File: config.mk
export PLATFORM = sky130hd
export DESIGN_NAME = rxcea_frame_parse
export DESIGN_NICKNAME = d
export VERILOG_FILES = /design/src/rtl/rxcea_pkg.sv /design/src/rtl/crc16_modbus_byte.sv /design/src/rtl/rxcea_frame_parse.sv
export SDC_FILE = /design/constraint.sdc
export NUM_CORES = 1
export LEC_CHECK = 0
export BUFFER_PORTS_ARGS = -buffer_cell sky130_fd_sc_hd__buf_2
export CORE_UTILIZATION = 55
export DETAILED_ROUTE_END_ITERATION = 10
export PLACE_DENSITY = 0.73
export REMOVE_ABC_BUFFERS = 1
export SLEW_MARGIN = 20
export SYNTH_ARGS = -nofsm -noshare
export SYNTH_HDL_FRONTEND = slang
export SYNTH_SLANG_ARGS = --single-unit
File: constraint.sdc
create_clock -name sys_clk -period 3.05 [get_ports sys_clk]
set_clock_uncertainty 0.05 [all_clocks]
set_input_delay 0 -clock sys_clk [delete_from_list [all_inputs] [get_ports sys_clk]]
set_output_delay 0 -clock sys_clk [all_outputs]
set_load 0.02 [all_outputs]
File: src/rtl/rxcea_pkg.sv
// Shared types and CRC-16/MODBUS helpers for the rxcea command frame parser.

package rxcea_pkg;

   typedef enum logic [2:0] {
      S_ID1,
      S_ID2,
      S_CNT1,
      S_CNT2,
      S_DATA,
      S_CRC1,
      S_CRC2
   } state_e;

   localparam logic [15:0] CRC16_INIT = 16'hFFFF;
   localparam logic [15:0] CRC16_POLY = 16'hA001;

   // Reflected CRC-16 over one byte, eight bit-steps unrolled.
   function automatic logic [15:0] crc16_byte(input logic [15:0] crc_in, input logic [7:0] data);
      logic [15:0] c;
      c = crc_in ^ {8'h00, data};
      for (int i = 0; i < 8; i++) begin
         c = c[0] ? ((c >> 1) ^ CRC16_POLY) : (c >> 1);
      end
      return c;
   endfunction

endpackage

File: src/rtl/crc16_modbus_byte.sv
// Combinational CRC-16/MODBUS update absorbing one byte per evaluation.

module crc16_modbus_byte
   import rxcea_pkg::*;
(
   input  logic [15:0] crc_in,
   input  logic [7:0]  data,
   output logic [15:0] crc_out
);

   assign crc_out = crc16_byte(crc_in, data);

endmodule

File: src/rtl/rxcea_frame_parse.sv
// Command frame parser: ID1 ID2 CNT1 CNT2 PAYLOAD[CNT] CRC1 CRC2 -> cmd/cmd_flag or frame_err.
// Define RXCEA_CRC_CHECK_EN to build the CRC datapath and reject frames with a bad CRC.

module rxcea_frame_parse
   import rxcea_pkg::*;
#(
   parameter logic [15:0] DEV_ID      = 16'h0000,
   parameter int unsigned MAX_LEN     = 8,
   parameter int unsigned TIMEOUT_CYC = 50000
) (
   input  logic       sys_clk,
   input  logic       sys_rst,
   input  logic [7:0] rx_data,
   input  logic       rx_data_flag,
   output logic [7:0] cmd,
   output logic       cmd_flag,
   output logic       frame_err
);

   localparam int unsigned     TW       = $clog2(TIMEOUT_CYC + 1);
   localparam logic [TW-1:0]   TMO_LAST = TW'(TIMEOUT_CYC - 1);
   localparam logic [15:0]     LEN_MAX  = 16'(MAX_LEN);

   state_e        state_q, state_d;
   logic [15:0]   len_q, len_d;
   logic [15:0]   idx_q, idx_d;
   logic [TW-1:0] tmo_q, tmo_d;
   logic [7:0]    cmd_buf_q, cmd_buf_d;
   logic [7:0]    cmd_q, cmd_d;
   logic          cmd_flag_q, cmd_flag_d;
   logic          frame_err_q, frame_err_d;
   logic [15:0]   len_new;
   logic          crc_ok;

   assign len_new = {len_q[15:8], rx_data};

`ifdef RXCEA_CRC_CHECK_EN
   logic [15:0] crc_q, crc_d;
   logic [15:0] crc_in, crc_out;
   logic [7:0]  crc_lo_q, crc_lo_d;

   assign crc_in = (state_q == S_ID1) ? CRC16_INIT : crc_q;
   assign crc_ok = ({rx_data, crc_lo_q} == crc_q);

   crc16_modbus_byte u_crc (
      .crc_in  (crc_in),
      .data    (rx_data),
      .crc_out (crc_out)
   );

   // CRC covers ID1 through the last payload byte, then freezes for the compare.
   always_comb begin
      crc_d    = crc_q;
      crc_lo_d = crc_lo_q;
      if (state_q == S_ID1) begin
         crc_d = CRC16_INIT;
      end
      if (rx_data_flag) begin
         unique case (state_q)
            S_ID1:                         if (rx_data == DEV_ID[15:8]) crc_d = crc_out;
            S_ID2, S_CNT1, S_CNT2, S_DATA: crc_d = crc_out;
            S_CRC1:                        crc_lo_d = rx_data;
            default:                       ;
         endcase
      end
   end

   always_ff @(posedge sys_clk) begin
      if (sys_rst) begin
         crc_q    <= CRC16_INIT;
         crc_lo_q <= 8'h00;
      end else begin
         crc_q    <= crc_d;
         crc_lo_q <= crc_lo_d;
      end
   end
`else
   assign crc_ok = 1'b1;
`endif

   always_comb begin
      state_d     = state_q;
      len_d       = len_q;
      idx_d       = idx_q;
      cmd_buf_d   = cmd_buf_q;
      cmd_d       = cmd_q;
      cmd_flag_d  = 1'b0;
      frame_err_d = 1'b0;
      tmo_d       = (rx_data_flag || state_q == S_ID1) ? '0 : tmo_q + TW'(1);

      if (rx_data_flag) begin
         unique case (state_q)
            S_ID1: begin
               if (rx_data == DEV_ID[15:8]) state_d = S_ID2;
            end
            S_ID2: begin
               state_d = (rx_data == DEV_ID[7:0]) ? S_CNT1 : S_ID1;
            end
            S_CNT1: begin
               len_d   = {rx_data, len_q[7:0]};
               state_d = S_CNT2;
            end
            S_CNT2: begin
               len_d = len_new;
               if (len_new == 16'h0000 || len_new > LEN_MAX) begin
                  frame_err_d = 1'b1;
                  state_d     = S_ID1;
               end else begin
                  idx_d   = 16'h0000;
                  state_d = S_DATA;
               end
            end
            S_DATA: begin
               if (idx_q == 16'h0000) cmd_buf_d = rx_data;
               if (idx_q == len_q - 16'd1) begin
                  state_d = S_CRC1;
               end else begin
                  idx_d = idx_q + 16'd1;
               end
            end
            S_CRC1: begin
               state_d = S_CRC2;
            end
            S_CRC2: begin
               if (crc_ok) begin
                  cmd_d      = cmd_buf_q;
                  cmd_flag_d = 1'b1;
               end else begin
                  frame_err_d = 1'b1;
               end
               state_d = S_ID1;
            end
            default: state_d = S_ID1;
         endcase
      end else if (state_q != S_ID1 && tmo_q == TMO_LAST) begin
         frame_err_d = 1'b1;
         state_d     = S_ID1;
         tmo_d       = '0;
      end
   end

   always_ff @(posedge sys_clk) begin
      if (sys_rst) begin
         state_q     <= S_ID1;
         len_q       <= 16'h0000;
         idx_q       <= 16'h0000;
         tmo_q       <= '0;
         cmd_buf_q   <= 8'h00;
         cmd_q       <= 8'h00;
         cmd_flag_q  <= 1'b0;
         frame_err_q <= 1'b0;
      end else begin
         state_q     <= state_d;
         len_q       <= len_d;
         idx_q       <= idx_d;
         tmo_q       <= tmo_d;
         cmd_buf_q   <= cmd_buf_d;
         cmd_q       <= cmd_d;
         cmd_flag_q  <= cmd_flag_d;
         frame_err_q <= frame_err_d;
      end
   end

   assign cmd       = cmd_q;
   assign cmd_flag  = cmd_flag_q;
   assign frame_err = frame_err_q;

endmodule

==> impl_metrics.tcl <==
set metrics [dict create \
    dr_total_vias 3032 \
    synth_area_leader_cell "dfxtp_1" \
    grt_max_degree 27 \
    syn_area_per_cell_um2 8.32 \
    drt-initial-drc-count 230 \
    fin_nets 471 \
    fillers 520 \
    final_max_slew_viol_count 0 \
    crit_path_max_incr_delay_ns 0.47 \
    stdcell_area_um2 3950 \
    grt_pass1_vias 2725 \
    drc 0 \
    synth_commonest_cells "dfxtp_1 (69), nand2_1 (58), nor2_1 (52)" \
    post-cts-setup-buffers 0 \
    worstSetupPathType "reg -> reg" \
    tightest_slew_ns 0.660 \
    antenna_found_initial 0 \
    insertion_delay_ns 0.33 \
    outcome "finished, final reports clean" \
    first_pass_iters 4 \
    leakage_nw 1.43 \
    start_util 0.582 \
    hold_depth 2 \
    r2r_cells 10 \
    grt_pass1_wl_um 12600 \
    drt_wl_total_um 7730 \
    areaGrowthSynthToFinish_pct 12.6 \
    io_buffers 20 \
    cp-start-kind "register" \
    ir_worst_vdd_mv 0.362 \
    cts_tree "done" \
    drv_cap 0 \
    critPathSlowestCell "dfxtp_1" \
    core_area_um2 6030 \
    fin_setup_tns_ns 0 \
    grt.total_usage 0.248 \
    synth-seq-cells 69 \
    clk_pin_slew_ns 0.08 \
    wl_per_cell_um 14.4 \
    crit_family "simple AND/OR/NAND/NOR gates" \
    async_flop_share 0 \
    cp.depth 10 \
    synthFlopType "dfxtp_1" \
    synth.distinct_cells 54 \
    yosysMostFrequentCell "dfxtp_1" \
    final.min_clock_period_ns 2.83 \
    finalHoldViolations 0 \
    cp_max_fo 11 \
    placed_area_um2 3650 \
    worstPathArrival_ns 2.98 \
    grt_setup_unrepaired "no" \
    ff_latch_area_um2 1380 \
    setup-violations-final 0 \
    fin_crit_sh 0.927 \
    holdCritPathClass "reg -> reg" \
    synth_cells 422 \
    multi_input_comb_area_um2 1990 \
    die-area_um2 6700 \
    synth_edf_count 0 \
    drive_gt1_frac 0.124 \
    cts_buffer_depth 2 \
    final_antenna_net_count 0 \
    place_congestion 0.861 \
    ctsResizeCount 0 \
    fmax_mhz 354 \
    critPathRequiredTime_ns 3.20 \
    relSlewSlack 0.560 \
    overflow 0 \
    htreeDepth 3 \
    cts_hold_buf 13 \
    cts.sinks 69 \
    powerDensity_nw_per_um2 401 \
    rows 28 \
    root_buffer "clkbuf_8" \
    die_w_um 81.9 \
    yosysWarnings 0 \
    viasPerCell 5.66 \
    crit_chain "inv_1 > ha_1 > xnor2_1 > a211oi_1 > nand4b_1 > nor4_1 > nand3_4 > o211ai_2 > or3_2 > a21oi_1" \
    seq_area_frac_synth 0.394 \
    cp_num_buf_inv 1 \
    die_y_um 81.9 \
    synth_top_area_frac 0.394 \
    hpwl_um 5470 \
    synth.area.top_cells "dfxtp_1 (39%), nand2_1 (6.2%), nor2_1 (5.6%)" \
    antenna_cells 0 \
    endpoint_kind "register" \
    synth_area_um2 3510 \
    cts_buffers 9 \
    hold-worst-slack_ns 0.404 \
    p_total_w 0.00159 \
    pin_count 21 \
]
==> power breakdown <==
group	internal, W	switching, W	total (W)
Sequential	0.000901	0.000000189	0.000901
Combinational	0.0000189	0.0000294	0.0000484
Clock	0.000293	0.000344	0.000637
==> layout by cell type, fill, tap and decap left out, types with 2 or more instances in the layout <==
cell type / count
a21oi_1: 30
a31oi_1: 2
and2_1: 4
and3_1: 12
buf_2: 20
buf_4: 6
clkbuf_8: 9
clkinv_2: 3
clkinv_4: 2
dfxtp_1: 69
dlygate4sd3_1: 13
ha_1: 4
inv_1: 12
mux2i_1: 16
nand2_1: 58
nand2b_1: 3
nand3_1: 15
nand4_1: 5
nor2_1: 52
nor2b_1: 2
nor3_1: 11
nor4_1: 7
o2111ai_1: 4
o211ai_1: 4
o211ai_2: 2
o21a_1: 4
o21ai_0: 5
o21ai_1: 8
o31ai_1: 2
or2_2: 3
or3_1: 6
or4_1: 5
xnor2_1: 20
xor2_1: 18
==> metal layers <==
layer | GRT usage | wire length, um | up-vias
met5 | 0 | 0 | -
met4 | 0.130 | 179 | 0
met3 | 0.0544 | 298 | 19
met2 | 0.377 | 3480 | 59
met1 | 0.326 | 3780 | 1414
li1 | - | - | 1540
==> metrics by stage <==
stage | util | cells | setup WS, ns
after floorplan | - | 406 | 0.534
after global placement | 0.607 | 507 | 0.342
after detailed placement | 0.607 | 507 | 0.277
after CTS | 0.656 | 536 | 0.240
after global routing | 0.656 | 536 | 0.0490
final | 0.656 | 536 | 0.222
==> logic make-up after synthesis <==
| logic type | after synthesis | synth area share |
|---|---|---|
| mux | 16 | 0.0456 |
| fa+ha+maj | 4 | 0.0143 |
| simple gates | 197 | 0.284 |
| buf+inv | 28 | 0.0396 |
| flops | 69 | 0.394 |
| compound gates | 70 | 0.128 |
| xor+xnor | 38 | 0.0948 |
==> sequential cells by signal, summed over array words and instances, names as in the netlist <==
name       count
idx_q         16
len_q         16
tmo_q         16
cmd            8
cmd_buf_q      8
state_q        3
cmd_flag       1
frame_err      1
==> final cells by class <==
class | count | area share
clock buffer | 10 | 0.0323
sequential | 69 | 0.349
timing repair buffer | 39 | 0.0696
multi-input combinational | 325 | 0.503
inverter | 12 | 0.0114
clock inverter | 6 | 0.0101
tap | 75 | 0.0237
==> worst min-delay path: cells and delay by family (launching register included) <==
kind | cells | cell delay (ns)
AO/OA/AOI/OAI | 1 | 0.05
flip-flops | 1 | 0.31
AND/OR/NAND/NOR | 1 | 0.05
==> path summary, 6_finish.rpt <==
| check | to | slack (ns) | from |
|---|---|---|---|
| hold reg to reg | cmd[5] | 0.40 | cmd[5] |
| setup / recovery | idx_q[5] | 0.22 | len_q[0] |
| setup reg to reg | idx_q[5] | 0.22 | len_q[0] |
| hold / removal | cmd[5] | 0.40 | cmd[5] |
(Power assumes the default switching activity.)
